<file path="config.mk">
export PLATFORM = sky130hd
export DESIGN_NAME = prog_loader
export DESIGN_NICKNAME = d
export VERILOG_FILES = /design/src/rtl/prog_loader.sv
export SDC_FILE = /design/constraint.sdc
export NUM_CORES = 1
export LEC_CHECK = 0
export ABC_AREA = 1
export CORE_UTILIZATION = 59
export CTS_CLUSTER_SIZE = 25
export DETAILED_ROUTE_END_ITERATION = 12
export PLACE_DENSITY = 0.85
export SYNTH_ARGS = -nofsm -noshare
export SYNTH_HDL_FRONTEND = slang
export SYNTH_SLANG_ARGS = --single-unit
</file>
<file path="constraint.sdc">
create_clock -name clk -period 6.8 [get_ports clk]
set_clock_uncertainty 0.15 [all_clocks]
set_input_delay 1.7 -clock clk [delete_from_list [all_inputs] [get_ports clk]]
set_output_delay 1.7 -clock clk [all_outputs]
set_load 0.02 [all_outputs]
</file>
<file path="src/rtl/prog_loader.sv">
// Program loader: copies one of four built-in 16-byte images into the program
// memory over the shared bus, optionally reads it back, then releases the bus.
module prog_loader #(
    parameter int SETUP_CYCLES = 1,
    parameter int WE_CYCLES    = 2,
    parameter int HOLD_CYCLES  = 1,
    parameter int READ_LAT     = 1,
    parameter int VERIFY       = 1
) (
    input  logic       clk,
    input  logic       CLR,
    input  logic       start,
    input  logic [1:0] prog_sel,
    input  logic       run,
    input  logic       bus_gnt,
    input  logic [7:0] rd_data,
    output logic       bus_req,
    output logic       ld_oe,
    output logic [3:0] ld_addr,
    output logic [7:0] ld_data,
    output logic       nWE,
    output logic       nCE,
    output logic       busy,
    output logic       done,
    output logic       err,
    output logic [3:0] err_addr
);

    localparam int MAX_AB  = (SETUP_CYCLES > WE_CYCLES) ? SETUP_CYCLES : WE_CYCLES;
    localparam int MAX_CD  = (HOLD_CYCLES > READ_LAT) ? HOLD_CYCLES : READ_LAT;
    localparam int MAX_CNT = (MAX_AB > MAX_CD) ? MAX_AB : MAX_CD;
    localparam int CW      = (MAX_CNT > 1) ? $clog2(MAX_CNT) : 1;

    if (SETUP_CYCLES < 1 || WE_CYCLES < 1 || HOLD_CYCLES < 1 || READ_LAT < 1) begin : g_param_check
        $fatal(1, "prog_loader: SETUP_CYCLES, WE_CYCLES, HOLD_CYCLES and READ_LAT must all be >= 1");
    end

    typedef enum logic [3:0] {
        S_IDLE,
        S_REQ,
        S_SETUP,
        S_STROBE,
        S_HOLD,
        S_RD_ADDR,
        S_RD_CMP,
        S_DONE,
        S_ERR
    } state_t;

    state_t          state_q, state_d;
    logic [CW-1:0]   cnt_q, cnt_d;
    logic [3:0]      addr_q, addr_d;
    logic [1:0]      prog_q, prog_d;
    logic            err_q, err_d;
    logic [3:0]      err_addr_q, err_addr_d;

    logic            bus_req_q, bus_req_d;
    logic            ld_oe_q, ld_oe_d;
    logic [7:0]      ld_data_q, ld_data_d;
    logic            nwe_q, nwe_d;
    logic            nce_q, nce_d;
    logic            busy_q, busy_d;
    logic            done_q, done_d;

    function automatic logic [7:0] rom_byte(input logic [1:0] p, input logic [3:0] a);
        logic [7:0] b;
        b = 8'h00;
        case (p)
            2'd0: begin
                case (a)
                    4'd0:  b = 8'h09;
                    4'd1:  b = 8'h1A;
                    4'd2:  b = 8'h1B;
                    4'd3:  b = 8'h2C;
                    4'd4:  b = 8'hE0;
                    4'd5:  b = 8'hF0;
                    4'd9:  b = 8'h10;
                    4'd10: b = 8'h14;
                    4'd11: b = 8'h18;
                    4'd12: b = 8'h20;
                    default: b = 8'h00;
                endcase
            end
            2'd1:    b = {a, a};
            2'd2:    b = a[0] ? 8'h5A : 8'hA5;
            default: b = (a == 4'd0) ? 8'hF0 : 8'h00;
        endcase
        return b;
    endfunction

    function automatic logic is_last(input logic [CW-1:0] c, input int n);
        return c == CW'(n - 1);
    endfunction

    // Any state that owns the bus aborts to ERR the moment the grant goes away.
    function automatic logic owns_bus(input state_t s);
        return (s == S_SETUP) || (s == S_STROBE) || (s == S_HOLD) ||
               (s == S_RD_ADDR) || (s == S_RD_CMP);
    endfunction

    always_comb begin
        state_d    = state_q;
        cnt_d      = cnt_q;
        addr_d     = addr_q;
        prog_d     = prog_q;
        err_d      = err_q;
        err_addr_d = err_addr_q;

        case (state_q)
            S_IDLE: begin
                if (start && !run) begin
                    state_d    = S_REQ;
                    prog_d     = prog_sel;
                    err_d      = 1'b0;
                    err_addr_d = 4'd0;
                    addr_d     = 4'd0;
                    cnt_d      = '0;
                end
            end
            S_REQ: begin
                if (bus_gnt) begin
                    state_d = S_SETUP;
                    cnt_d   = '0;
                end
            end
            S_SETUP: begin
                if (is_last(cnt_q, SETUP_CYCLES)) begin
                    state_d = S_STROBE;
                    cnt_d   = '0;
                end else begin
                    cnt_d = cnt_q + CW'(1);
                end
            end
            S_STROBE: begin
                if (is_last(cnt_q, WE_CYCLES)) begin
                    state_d = S_HOLD;
                    cnt_d   = '0;
                end else begin
                    cnt_d = cnt_q + CW'(1);
                end
            end
            S_HOLD: begin
                if (is_last(cnt_q, HOLD_CYCLES)) begin
                    cnt_d = '0;
                    if (addr_q == 4'd15) begin
                        if (VERIFY != 0) begin
                            state_d = S_RD_ADDR;
                            addr_d  = 4'd0;
                        end else begin
                            state_d = S_DONE;
                        end
                    end else begin
                        state_d = S_SETUP;
                        addr_d  = addr_q + 4'd1;
                    end
                end else begin
                    cnt_d = cnt_q + CW'(1);
                end
            end
            S_RD_ADDR: begin
                if (is_last(cnt_q, READ_LAT)) begin
                    state_d = S_RD_CMP;
                    cnt_d   = '0;
                end else begin
                    cnt_d = cnt_q + CW'(1);
                end
            end
            S_RD_CMP: begin
                if (rd_data != rom_byte(prog_q, addr_q)) begin
                    state_d    = S_ERR;
                    err_d      = 1'b1;
                    err_addr_d = addr_q;
                end else if (addr_q == 4'd15) begin
                    state_d = S_DONE;
                end else begin
                    state_d = S_RD_ADDR;
                    addr_d  = addr_q + 4'd1;
                    cnt_d   = '0;
                end
            end
            S_DONE:  state_d = S_IDLE;
            S_ERR:   state_d = S_IDLE;
            default: state_d = S_IDLE;
        endcase

        if (owns_bus(state_q) && !bus_gnt) begin
            state_d    = S_ERR;
            err_d      = 1'b1;
            err_addr_d = addr_q;
            addr_d     = addr_q;
            cnt_d      = '0;
        end
    end

    // Bus outputs are decoded from the next state and registered, so they
    // change on the same edge as the state and never glitch.
    always_comb begin
        bus_req_d = (state_d == S_REQ) || owns_bus(state_d);
        ld_oe_d   = owns_bus(state_d);
        nwe_d     = (state_d != S_STROBE);
        nce_d     = !((state_d == S_RD_ADDR) || (state_d == S_RD_CMP));
        busy_d    = (state_d != S_IDLE);
        done_d    = (state_d == S_DONE);
        ld_data_d = 8'h00;
        if ((state_d == S_SETUP) || (state_d == S_STROBE) || (state_d == S_HOLD)) begin
            ld_data_d = rom_byte(prog_d, addr_d);
        end
    end

    always_ff @(posedge clk) begin
        if (CLR) begin
            state_q    <= S_IDLE;
            cnt_q      <= '0;
            addr_q     <= 4'd0;
            prog_q     <= 2'd0;
            err_q      <= 1'b0;
            err_addr_q <= 4'd0;
            bus_req_q  <= 1'b0;
            ld_oe_q    <= 1'b0;
            ld_data_q  <= 8'h00;
            nwe_q      <= 1'b1;
            nce_q      <= 1'b1;
            busy_q     <= 1'b0;
            done_q     <= 1'b0;
        end else begin
            state_q    <= state_d;
            cnt_q      <= cnt_d;
            addr_q     <= addr_d;
            prog_q     <= prog_d;
            err_q      <= err_d;
            err_addr_q <= err_addr_d;
            bus_req_q  <= bus_req_d;
            ld_oe_q    <= ld_oe_d;
            ld_data_q  <= ld_data_d;
            nwe_q      <= nwe_d;
            nce_q      <= nce_d;
            busy_q     <= busy_d;
            done_q     <= done_d;
        end
    end

    assign bus_req  = bus_req_q;
    assign ld_oe    = ld_oe_q;
    assign ld_addr  = addr_q;
    assign ld_data  = ld_data_q;
    assign nWE      = nwe_q;
    assign nCE      = nce_q;
    assign busy     = busy_q;
    assign done     = done_q;
    assign err      = err_q;
    assign err_addr = err_addr_q;

endmodule

</file>
## Yosys cells after proc, flatten, opt, wreduce, memory -nomap -nowiden

Memory sizes are Yosys's and may differ from the RTL's. A register that Yosys moved wholly into a read port is not among the register bits.
Cells that the tools add are included.

- Bits in registers: 30
- ROM bits: 256
- Bits of input ports: 15
- Output and inout bits: 23
- Logic and storage cells: 114
- Memories kept: 2

Memories:

| name | depth | bits a word | read ports | clocked after Yosys merged registers in | write ports | RTL line | text |
|---|---|---|---|---|---|---|---|
| (name not given) | 16 | 8 | 1 | 0 | 0 | 70 | `case (a)` |
| (name not given) | 16 | 8 | 1 | 1 | 0 | 70 |  |

- $add $sub $neg: 2
- Equal/unequal tests: 26
- Multiplexer cells: 42
- Bitwise logic cells: 1
- Reduce and logical (&&, ||, !) cells: 28

Operators by type and width:

| cell | count |
|---|---|
| 4-bit 2-to-1 mux | 18 |
| 8-bit case mux with 3 select lines | 2 |
| 8-bit 2-to-1 mux | 5 |
| 4-bit by 3-bit equality test with 1-bit output (second input constant) | 7 |
| 4-bit case mux with 7 select lines | 1 |
| 4-bit by 2-bit equality test with 1-bit output (second input constant) | 4 |
| 4-bit logical NOT | 3 |
| 4-bit case mux with 3 select lines | 1 |
| 1-bit logical OR | 10 |
| 4-bit by 1-bit equality test with 1-bit output (second input constant) | 2 |
| 1-bit 2-to-1 mux | 8 |
| 2-bit inequality test (second input constant) | 4 |
| 8-bit inequality test | 1 |
| 4-bit case mux with 2 select lines | 1 |
| 2-bit 2-to-1 mux | 3 |
| 1-bit case mux with 5 select lines | 1 |
| 5-bit AND reduction | 1 |
| 5-bit nonzero test | 1 |
| 4-bit by 1-bit adder with 4-bit output (second input constant) | 1 |
| 2-bit by 1-bit equality test with 1-bit output (second input constant) | 2 |
| 2-bit equality test (second input constant) | 2 |
| 4-bit equality test (second input constant) | 1 |
| 2-bit logical NOT | 2 |
| 4-bit by 2-bit inequality test with 1-bit output (second input constant) | 1 |
| other kinds (13) | 17 |

## Logic depth before layout (Yosys ltp)

Gate-level depths: netlist (run 1).

- Word-level depth: 14
- Mapped depth: 25
- Mapped depth without buffers: 24

## Worst setup path after synthesis (run 1)

OpenSTA, ideal clock, no wires.

- Path kind: in2reg
- Start: in rd_data[0]
- End: reg with a tool-made name
- Setup time: 124 ps
- Data arrival time: 3414 ps
- Required time: 6526 ps
- Setup slack: 3112 ps
- Cell stages on the path: 16
- Buffers on the path: 0
- Path through: inv_1 nand4_1 nand2_2 nor2_2 nand3_2 nor2_4 nand2_4 o21ai_1 nand2_1 nand2_2 inv_2 nor2_1 inv_1 ha_1 o21ai_1 nand3_1

RTL lines:

| item | RTL line | text |
|---|---|---|
| from (decl) | 16 | `input logic [7:0] rd_data,` |

==> results.md, run 1 <==
Synth:
- The post-synthesis cell type with the largest combined area is sky130_fd_sc_hd__dfxtp_1.
- The warning count from the yosys run is 0.
- After synthesis, the cell types taking the most area are sky130_fd_sc_hd__dfxtp_1, sky130_fd_sc_hd__nand2_1, sky130_fd_sc_hd__inv_1.
- Counting distinct cell types in the post-synthesis netlist gives 38.
- The most numerous cell in the Yosys netlist is sky130_fd_sc_hd__nand2_1.
- The count of flip-flops with a built-in enable after synthesis is 0.
- The top cell type by area accounts for 27.42% of the synthesized area.
- Synthesis handed over a netlist of 419 instances.
- Synthesis produced a netlist with a net count of 446.
- The number of storage elements in the synthesis netlist is 37.
- After synthesis, the share of flip-flops with an asynchronous set or reset is 0%.
- The primary flip-flop cell chosen by synthesis mapping is sky130_fd_sc_hd__dfxtp_1.
- The sequential area share after synthesis is 27.42%.
- The cell area that synthesis handed to floorplanning was 2701 um^2.
- Sorting the synthesized cells by how often they occur yields sky130_fd_sc_hd__nand2_1, sky130_fd_sc_hd__inv_1, sky130_fd_sc_hd__nor2_1.
- The mean area per synthesized cell is 6.447 um^2.

Route:
- The DRC violation count after routing is 0.
- After the first detailed-routing iteration, the DRC count stood at 187.
- The antenna violation net count after detailed routing is 0.
- In the final routed layout, each cell accounts on average for 12.29 um.
- The via-per-instance ratio is 5.320.
- The final route contains 2,692 vias.
- The first detailed-routing pass took 6 iterations.
- The wire length reported by the detailed router is 6.221 mm.

Final layout:
- The final-stage net count is 481.
- The post-route netlist has 12.33% of its cells at a drive strength greater than 1.
- The final standard cell utilization of the core is 71.95%.
- Fill cells in the final layout number 370.
- The count of inserted antenna diode cells is 0.
- The growth of design area from synthesis to finish is 16.77%.

Power:
- Summed over all cells, the static leakage comes to 1.593 nW.
- In this run, flip-flops and latches consume 46.6% of the power.
- The share of total power in combinational logic is 23.2%.
- Of the total power, the share spent switching nets is 30.42%.
- The net switching power figure is 0.0001503 W.
- The power per cell area is 156.7 nW/um^2.
- The internal power of the cells totals 0.0003439 W.
- The peak ir drop on the vdd network is 149.8 uV.
- Of the total power, the clock network draws 30.2%.

Clock tree:
- The number of setup buffers added after CTS is 0.
- The total of hold buffers inserted after clock tree synthesis is 0.
- The H-tree was split into 2 levels.
- The worst-skew pair later-pin latency is 280 ps.
- CTS placed an instance of sky130_fd_sc_hd__clkbuf_8 at the clock tree root.
- The number of clock buffers inserted by TritonCTS is 5.
- After clock tree synthesis, the clock-pin slew on the worst setup and hold paths is 70 ps.
- Post-CTS repair changed the size of 0 cells.
- The TritonCTS sink count is 37.
- The buffer depth of the longest clock path is 2.
- The clock tree from TritonCTS is built.

Floorplanning:
- The starting utilization of the core area is 61.62%.
- The row count is 24.
- The die boundary height is 69.67 um.
- The die covers 4853 um^2.
- From left edge to right edge, the die measures 69.67 um.
- The core area is 4384 um^2.
- 38 I/O pins were placed.

Run:
- The number of max-capacitance violations reported is 0.

Global route:
- The number of global-route vias before repair is 2,489.
- The maximum number of pins on one net before global-route repair is 20.
- For this run, the total global-route usage over all layers was measured as 26.84%.
- The total overflow left after global routing is 0.
- The number of antenna violations at the first check in global routing was 0.
- The first-pass GRT wire length is 10.71 mm.

Setup path:
- The path type of the worst setup path is in -> reg.
- The kind of cell adding the most delay to the critical path is simple AND/OR/NAND/NOR gates.
- The sum of buffers and inverters on the critical path is 4.
- The arrival time of the worst setup path is 4190 ps.
- The highest cell delay on the worst timing path is 480 ps.
- The worst setup path is launched from an input pin.
- The largest fanout on the critical path is 7.
- Data on the critical path is required at its endpoint by 6810 ps.
- The capturing element type of the critical path is a register.
- Traced cell by cell, the critical path runs through clkdlybuf4s50_1, inv_1, nand4_1, nand2_2, nor2_2, nand3_2, nor2_4, nand2_4, o21ai_1, nand2_1, nand2_2, inv_2, nor2_1, inv_1, ha_1, o21ai_0, o21ai_1.
- On the critical path, the stage with the largest delay is an instance of sky130_fd_sc_hd__clkdlybuf4s50_1.

Placement:
- The half-perimeter wire length after placement is 4.915 mm.
- Port buffering added 37 buffers.
- The global placement routability congestion is 0.9192.

Timing:
- The slew of the pin with the lowest slew margin is 712.0 ps.
- The fraction of the cycle the final worst path needs is 61.51%.
- The shortest period the worst path allows is 4183 ps.
- The count of pins over their slew limit is 0.
- Measured against its own limit, the worst slew margin works out to 52.38%.
- The summed negative setup slack over all endpoints is 0 ps.
- Setup repair after global routing left no endpoint under its margin.
- The highest clock rate is 239.1 MHz.
- Setup violations remaining at the end of the flow were counted as 0.
- The count of final hold-check violations was 0.

Status:
- The flow ran to the end, and the final reports show no timing, DRC or antenna violations.

Hold path:
- The class of the tightest hold or removal check is reg -> reg.
final cells by class:
cell class	instances	area [um^2]	area share, %
sequential	37	740.7	23.48
tap	52	65.06	2.063
timing repair buffer	37	370.4	11.74
multi-input combinational	311	1657	52.52
clock buffer	7	86.33	2.737
inverter	62	235.2	7.457
metal layers:
metal  up-vias  GRT usage [%]  share of wire, %
li1       1395              -                 -
met1      1202          36.11                47
met2        88          45.74                47
met3         7          3.488               5.7
met4         0          6.222               1.0
met5         -              0                 0
layout by cell type (no fill, tap or decap), types with 2 or more instances in the layout:
master                            count
sky130_fd_sc_hd__ha_1                12
sky130_fd_sc_hd__nand2_2             10
sky130_fd_sc_hd__xor2_1               2
sky130_fd_sc_hd__nor2_2               5
sky130_fd_sc_hd__o21ai_0             15
sky130_fd_sc_hd__nor3_1               4
sky130_fd_sc_hd__inv_2                9
sky130_fd_sc_hd__nor2_1              46
sky130_fd_sc_hd__clkbuf_8             6
sky130_fd_sc_hd__nand2_4              2
sky130_fd_sc_hd__nor4_1               2
sky130_fd_sc_hd__nand4_1              6
sky130_fd_sc_hd__nor2_4               4
sky130_fd_sc_hd__o21ai_1              7
sky130_fd_sc_hd__nand3_1             37
sky130_fd_sc_hd__and3_1               2
sky130_fd_sc_hd__a21oi_2              2
sky130_fd_sc_hd__a21oi_1             12
sky130_fd_sc_hd__nand3_2              9
sky130_fd_sc_hd__a31oi_1              2
sky130_fd_sc_hd__dfxtp_1             37
sky130_fd_sc_hd__inv_1               51
sky130_fd_sc_hd__clkdlybuf4s50_1     37
sky130_fd_sc_hd__nand2_1            120
sky130_fd_sc_hd__o211ai_1             3
worst min-delay path: stages (launching register included):
cell	delay [ps]
sky130_fd_sc_hd__dfxtp_1	310
sky130_fd_sc_hd__nand2_1	60
sky130_fd_sc_hd__a21oi_1	50
final timing paths:
| kind | from | to | slack [ps] | depth (start not counted) |
|---|---|---|---|---|
| max | rd_data[0] | register | 2620 | 17 |
| min | err_addr[0]$_SDFFE_PP0P_ | err_addr[0]$_SDFFE_PP0P_ | 320 | 2 |
| max reg2reg | ld_addr[0]$_SDFF_PP0_ | register | 3220 | 19 |
| min reg2reg | err_addr[0]$_SDFFE_PP0P_ | err_addr[0]$_SDFFE_PP0P_ | 320 | 2 |
power by group through the flow:
stage | sequential, W | combinational (W) | clock (W)
finish | 0.000230 | 0.000115 | 0.000149
CTS | 0.000230 | 0.000114 | 0.000151
detailed placement | 0.000235 | 0.000113 | 0
global placement | 0.000235 | 0.000110 | 0
floorplan | 0.000234 | 0.0000827 | 0
global route | 0.000231 | 0.000127 | 0.000159
cells by family (layout without fill, tap and decap cells):
group / after synthesis / in the layout / synth area share [%]
AND/OR/NAND/NOR: 252 / 252 / 44.65
XOR/XNOR: 2 / 2 / 0.6486
buffers and inverters: 71 / 106 / 11.25
adder cells (fa/ha/maj): 12 / 12 / 5.558
AO/OA/AOI/OAI: 45 / 45 / 10.47
flip-flops: 37 / 37 / 27.42
stage by stage:
step	instances	area [um^2]	setup slack (ps)	hold slack, ps	power (W)
final	506	3154	2617	320.2	0.0004942
after global routing	506	3154	2448	349.6	0.0005173
after CTS	506	3154	2647	323.7	0.0004956
after detailed placement	499	3068	2349	313.8	0.0003481
after global placement	499	3068	2457	302.1	0.0003449
after floorplan	419	2701	3112	377.5	0.0003170
Power figures use the tool's default switching activity.
==> run 2: changes to the inputs <==
- CORE_UTILIZATION: 59 -> 55
- PLACE_DENSITY: 0.85 -> 0.8
- clock period: 6.8 -> 4.35 ns (I/O delays scaled with it)
==> run 2 against run 1 <==
  * Clock power increased by 49%
  * Via count decreased by 0.93%
  * Register-to-register slack got worse by 2400 ps
  * Worst hold slack got worse by 9.1 ps
  * Sequential power increased by 57%
  * Critical path depth unchanged
  * Design area increased by 0.40%
  * Count of clock-buffer cells in the layout increased by 1
  * Non-clock buffer count unchanged
  * Critical path type unchanged
  * Largest power group unchanged
==> results.md, run 2 (same netlist as run 1, synthesis figures left out) <==
Power:
- The post-route total power is 0.0007595 W.
- Per report_power, the clock group accounts for 29.2% of the total.
- Across the VDD grid, the largest voltage drop is 182.8 uV.
- The analysis attributes to net switching a power of 0.0002339 W.
- The analysis attributes to cell leakage a power of 1.589 nW.
- Combinational cells account for 23.4% of the total power.
- Dividing total power by cell area gives a power density of 239.8 nW/um^2.
- The sequential share of power is 47.4%.
- Net switching is 30.79% of the power.
- The internal power of the cells totals 0.0005257 W.

Final layout:
- The most common cell after layout, fill and taps aside is sky130_fd_sc_hd__nand2_1.
- The final-stage net count is 481.
- At the end of the flow the core is filled with cells to 67.05%.
- The multi-input combinational cells in the finished layout cover a total of 1657 um^2.
- The repair_antennas step left the layout with diodes totalling 0.
- The share of cells above drive strength 1 is 12.09%.
- Compared with the post-synthesis result, the final layout area differs by 17.23%.
- The fill cell instance count of the final layout is 435.
- The top cell types in the final layout, fill and taps aside, are sky130_fd_sc_hd__nand2_1, sky130_fd_sc_hd__inv_1, sky130_fd_sc_hd__nor2_1.
- The area used by sequential logic in the layout is 740.7 um^2.
- After routing the design area is 3167 um^2.

Clock tree:
- The number of buffers added for setup after CTS is 0.
- CTS built an H-tree with a depth of 2.
- The clock tree from TritonCTS is built.
- The number of clock buffers inserted by TritonCTS is 5.
- The TritonCTS sink count is 37.
- Counting along the longest clock path gives a buffer depth of 2.
- The worst-skew pair later-pin latency is 280 ps.
- The number of gates resized after cts is 0.
- After clock tree synthesis, the clock-pin slew on the worst setup and hold paths is 70 ps.
- The cell sitting at the root of the clock tree is a sky130_fd_sc_hd__clkbuf_8.
- For this design, the CTS-stage hold fixing added 0 buffers.

Timing:
- The count of pins over their slew limit came to 0.
- Setup repair after global routing left no endpoint under its margin.
- Of the available clock period, the critical path in the final layout requires 81.76%.
- Setup violations remaining at the end of the flow were counted as 0.
- The count of final hold-check violations is 0.
- Hold timing on the final database bottoms out at a slack of 311.1 ps.
- Summed over all failing endpoints, the final setup total negative slack is 0 ps.
- The slew of the pin with the lowest slew margin is 703.5 ps.
- The worst pin sits at a relative slew slack of 52.95%.
- The highest clock rate is 281.2 MHz.
- For the finished layout, the period the worst path requires is 3556 ps.

Global route:
- For this run, the total global-route usage over all layers was measured as 25.18%.
- Entering global routing, the biggest net connects 20 pins.
- The first-pass GRT wire length is 10.53 mm.
- The number of global-route vias before repair is 2,349.
- The number of antenna violations at the first check in global routing is 0.
- The total overflow left after global routing is 0.

Setup path:
- The critical register-to-register path startpoint is ld_addr[0]$_SDFF_PP0_.
- Together, buffers and inverters on the worst path number 4.
- The path type of the worst setup path is in -> reg.
- The largest single stage delay on the critical path is 480 ps.
- The kind of cell adding the most delay to the critical path is simple AND/OR/NAND/NOR gates.
- For flop-to-flop paths, the worst setup slack is 830 ps.
- For the worst flop-to-flop path, the logic depth is 19.
- The arrival time of the worst setup path is 3570 ps.
- In this run the worst path has a maximum fanout of 7.
- STA classifies the critical path endpoint as a register.
- The type of element launching the critical path is an input pin.
- STA puts the critical path data required time at 4360 ps.
- Walking the worst path, the cells encountered are clkdlybuf4s50_1, inv_1, nand4_1, nand2_2, nor2_2, nand3_2, nor2_4, nand2_4, o21ai_1, nand2_1, nand2_2, inv_2, nor2_1, inv_1, ha_1, o21ai_1, nand3_1.
- The slowest stage of the critical path is the sky130_fd_sc_hd__clkdlybuf4s50_1 cell.

Route:
- The routed layout has 2,667 vias.
- The via-per-instance ratio is 5.109.
- The first-pass detailed-route iteration total is 5.
- The detail-routed net length per standard cell is 11.82 um.
- Wire segments on met3 add up to 277 um in the final route.
- Routed signal wires occupy layers up through met4.
- The wire length reported by the detailed router is 6.171 mm.
- After detailed routing, the wire length on met1 is 2.918 mm.
- The number of DRC violations after detailed-routing iteration 0 is 177.
- The count of nets left with antenna violations once routing finished came out at 0.
- The met2 routed wirelength is 2.912 mm.
- For this run, design rule violations remaining after detail routing come to 0.

Hold path:
- The end point of the worst hold path is err$_SDFFE_PP0P_.
- In this run the most critical hold path is launched from err$_SDFFE_PP0P_.
- The hold path depth is 2.
- The class of the tightest hold or removal check is reg -> reg.

Floorplanning:
- The total die area is 5196 um^2.
- Measured along the y axis, the die boundary spans 72.08 um.
- The number of top-level pins is 38.
- The overall die width is 72.08 um.
- The core region is 4723 um^2.
- Once the floorplan was initialized, standard cells occupied 57.19% of the core.
- In this run the core area contains 25 standard-cell rows.

Status:
- The run finished with clean final reports.

Placement:
- Summing all placed instances gives a cell area of 3087 um^2.
- The total of buffers placed on input and output ports is 37.
- The global placement routability congestion is 0.9033.
- Detailed placement finished with a half-perimeter wire length of 4.881 mm.

Run:
- The tool flagged a number of max-cap violations equal to 0.
-- run 2: power by group through the flow --
| stage | clock network (W) | logic [W] | registers [W] |
|---|---|---|---|
| 3_5_place_dp | 0 | 0.000175 | 0.000368 |
| 2_1_floorplan | 0 | 0.000129 | 0.000366 |
| 5_1_grt | 0.000241 | 0.000200 | 0.000361 |
| 4_1_cts | 0.000229 | 0.000177 | 0.000360 |
| 3_3_place_gp | 0 | 0.000174 | 0.000367 |
| 6_report | 0.000222 | 0.000178 | 0.000360 |
-- run 2: final cells by class --
type / count / area share [%]
clock buffer: 8 / 2.529
inverter: 62 / 7.428
multi-input combinational: 311 / 52.31
sequential: 37 / 23.39
tap: 67 / 2.647
timing repair buffer: 37 / 11.69
-- run 2: how the worst max path moves through the flow --
stage                     startpoint        to  slack, ps  depth (start not counted)
3_3_place_gp              rd_data[0]  register        620                         17
6_report                  rd_data[0]  register        790                         17
5_1_grt        ld_addr[0]$_SDFF_PP0_  register        590                         19
3_5_place_dp              rd_data[0]  register        510                         17
4_1_cts                   rd_data[0]  register        820                         17
2_1_floorplan  ld_addr[0]$_SDFF_PP0_  register       1260                         20
-- run 2: worst min-delay path: cells and delay by family (launching register included) --
family,cells,cell delay (ps)
flops,1,310
compound gates,1,50
simple gates,1,60
-- run 2: per-layer routing --
metal / global-route usage, % / vias up
met2: 41.23 / 87
met3: 4.306 / 7
met4: 5.882 / 0
li1: - / 1389
met5: 0 / -
met1: 34.57 / 1184
-- run 2: per-stage QoR --
stage	setup WS [ps]	instances
after floorplan	1259	419
after detailed placement	512.6	514
after CTS	822.2	522
final	793.6	522
after global routing	593.1	522
after global placement	621.8	514
==> run 3: changes to the inputs <==
- clock period: 4.35 -> 3.4 ns (I/O delays scaled with it)
==> run 3 against run 2 <==
  * Clock power grew 35%
  * Design area grew 3.7%
  * Worst setup slack lost 480 ps
  * Sequential cell count is the same
  * Utilization grew 2.5 points
  * Non-clock buffer count grew 13
  * Total power grew 31%
  * Largest cell class unchanged
  * Highest routed layer unchanged
==> results.md, run 3 (same netlist as run 1, synthesis figures left out) <==
Placement:
- The half-perimeter wire length after placement is 5.099 mm.
- In this run the tool buffered the top-level ports with 37 buffer cells.
- The global placement routability congestion is 0.8950.

Route:
- The antenna violation net count after detailed routing is 0.
- After detailed routing, the number of vias per cell comes to 5.056.
- For this block, the initial DRC count from the detailed router was 187.
- The first detailed-routing pass ran for 5 iterations.
- The wire length reported by the detailed router is 6.377 mm.
- The routed layout has 2,705 vias.
- The detail-routed net length per standard cell is 11.92 um.
- The DRC violation count after routing is 0.

Clock tree:
- In this run the clock root is driven by a sky130_fd_sc_hd__clkbuf_8.
- The buffer depth of the longest clock path is 2.
- The number of gates resized after cts is 0.
- TritonCTS built the clock tree.
- For this design, the CTS-stage hold fixing added 0 buffers.
- For the worst-skew pair, the clock arrives at the later sink with an insertion delay of 300 ps.
- Clock-pin slew was measured on the worst setup and hold paths at 70 ps.
- Clock tree synthesis inserted a total of 5 buffers.
- The TritonCTS sink count is 37.
- The number of buffers added for setup after CTS is 0.
- The H-tree depth is 2.

Timing:
- Setup repair after global routing left no endpoint under its margin.
- The slew of the pin with the lowest slew margin is 562.9 ps.
- The count of pins over their slew limit was 0.
- The count of final hold-check violations was 0.
- The shortest period the worst path allows is 3088 ps.
- The number of setup violations in the final report is 0.
- The worst slew slack as a fraction of its limit is 62.42%.
- The fraction of the cycle the final worst path needs is 90.81%.
- The highest clock rate is 323.9 MHz.
- After routing, the total negative slack on setup checks comes to 0 ps.

Hold path:
- The path with the worst hold slack has its endpoint at err$_SDFFE_PP0P_.
- In this run the most critical hold path is launched from err$_SDFFE_PP0P_.
- The class of the tightest hold or removal check is reg -> reg.
- The hold path depth is 2.

Setup path:
- The number of cells on the worst reg-to-reg path is 18.
- The required time at the worst-slack endpoint is 3430 ps.
- The type of element launching the critical path is an input pin.
- Traced cell by cell, the critical path runs through clkdlybuf4s50_1, inv_1, nand4_1, nand2_2, nor2_2, nand3_2, nor2_4, nand3_1, nand2_1, nand2_1, nand2_2, inv_1, nor2_1, inv_1, ha_1, o21ai_1, nand3_1.
- The slowest stage of the critical path is the sky130_fd_sc_hd__clkdlybuf4s50_1 cell.
- The highest cell delay on the worst timing path is 470 ps.
- The setup slack of the most critical reg-to-reg path is 400 ps.
- Of all nets on the critical path, the largest fanout is 5.
- The startpoint identified for the worst register-to-register timing path is prog_q[1]$_SDFF_PP0_.
- The most numerous cell type found on the critical path is sky130_fd_sc_hd__inv_1.
- The critical path is of the in -> reg type.
- The worst setup path is captured at a register.
- Data on the critical path arrives at its endpoint at 3110 ps.

Final layout:
- The growth of design area from synthesis to finish is 21.54%.
- The net count of the finished layout is 494.
- The fill cell instance count of the final layout is 413.
- The count of inserted antenna diode cells is 0.
- Leaving out fill and tap cells, the most frequent cell in the layout is sky130_fd_sc_hd__nand2_1.
- Measured on the finished design, the core utilization comes to 69.51%.
- Leaving out fill and tap cells, the most frequent cells in the layout are sky130_fd_sc_hd__nand2_1, sky130_fd_sc_hd__inv_1, sky130_fd_sc_hd__nor2_1.
- The share of cells above drive strength 1 is 15.17%.

Status:
- The run finished with clean final reports.

Global route:
- The total congestion overflow after global routing is 0.
- The first-pass GRT wire length is 10.55 mm.
- The number of antenna violations at the first check in global routing is 0.
- The total global routing track utilization is 25.90%.
- The number of global-route vias before repair is 2,378.
- Entering global routing, the biggest net connects 13 pins.

Power:
- Summing internal, switching and leakage power gives 0.0009963 W.
- In this run switching power makes up 32.34% of total power.
- The portion of total power attributed to the clock network is 30.1%.
- The net switching power figure is 0.0003222 W.
- Summed over all cells, the static leakage comes to 1.663 nW.
- The sequential share of power is 45.9%.
- The power per cell area is 303.5 nW/um^2.
- The design internal power is 0.0006741 W.
- IR analysis of the VDD net gives a maximum drop of 296.3 uV.
- The share of total power in combinational logic is 24.0%.

Floorplanning:
- In this run the standard cell core region covers 4723 um^2.
- The overall die width is 72.08 um.
- Once the floorplan was initialized, standard cells occupied 57.19% of the core.
- The die is 72.08 um tall.
- Row generation in the floorplan step produced 25 rows.
- The total die area is 5196 um^2.
- The number of top-level pins is 38.

Run:
- The number of max-capacitance violations reported is 0.
## run 3: cell count changes in the layout (fill, tap and decap cells not counted)
cell                         change
sky130_fd_sc_hd__clkinvlp_4      +1
sky130_fd_sc_hd__buf_4          +12
sky130_fd_sc_hd__clkinv_2        +2
sky130_fd_sc_hd__clkbuf_1        -3
sky130_fd_sc_hd__buf_12          +1
## run 3: power by group through the flow
stage	Combinational [W]	Clock [W]	Sequential, W
floorplan	0.000165	0	0.000469
global placement	0.000233	0	0.000467
detailed placement	0.000237	0	0.000467
CTS	0.000238	0.000307	0.000457
global route	0.000267	0.000322	0.000459
finish	0.000239	0.000300	0.000458
## run 3: how the worst max path moves through the flow
stage,startpoint,cells past startpoint,to
after floorplan,ld_addr[0]$_SDFF_PP0_,20,register
after global placement,rd_data[0],17,register
after detailed placement,rd_data[0],17,register
after CTS,rd_data[0],17,register
after global routing,rd_data[6],17,register
final,rd_data[0],17,register
## run 3: cell type report
cell class | instances | area, um^2 | share of cell area [%]
Clock buffer | 5 | 68.82 | 2.096
Inverter | 62 | 235.2 | 7.165
Tap cell | 67 | 83.83 | 2.553
Multi-Input combinational cell | 311 | 1657 | 50.46
Clock inverter | 3 | 17.52 | 0.5335
Timing Repair Buffer | 50 | 480.5 | 14.63
Sequential cell | 37 | 740.7 | 22.56
## run 3: routing by layer
layer	share of wire (%)	global-route usage [%]	up-vias
met3	5.1	4.167	6
li1	-	-	1426
met4	1.3	8.497	0
met1	48	35.35	1191
met5	0	0	-
met2	46	41.74	82
## run 3: stage by stage
stage	instance area, um^2	hold slack (ps)	cells	setup slack (ps)
6_report	3283	311.6	535	312.4
3_5_place_dp	3197	305.3	527	7.662
4_1_cts	3283	317.0	535	327.3
5_1_grt	3283	336.1	535	92.01
2_1_floorplan	2701	377.5	419	308.9
3_3_place_gp	3197	302.0	527	117.6
## run 3: worst max-delay path: cells and delay by family
family	cells	cell delay, ps
adder cells (fa/ha/maj)	1	280
AND/OR/NAND/NOR	11	1160
AO/OA/AOI/OAI	1	100
buffers and inverters	4	720
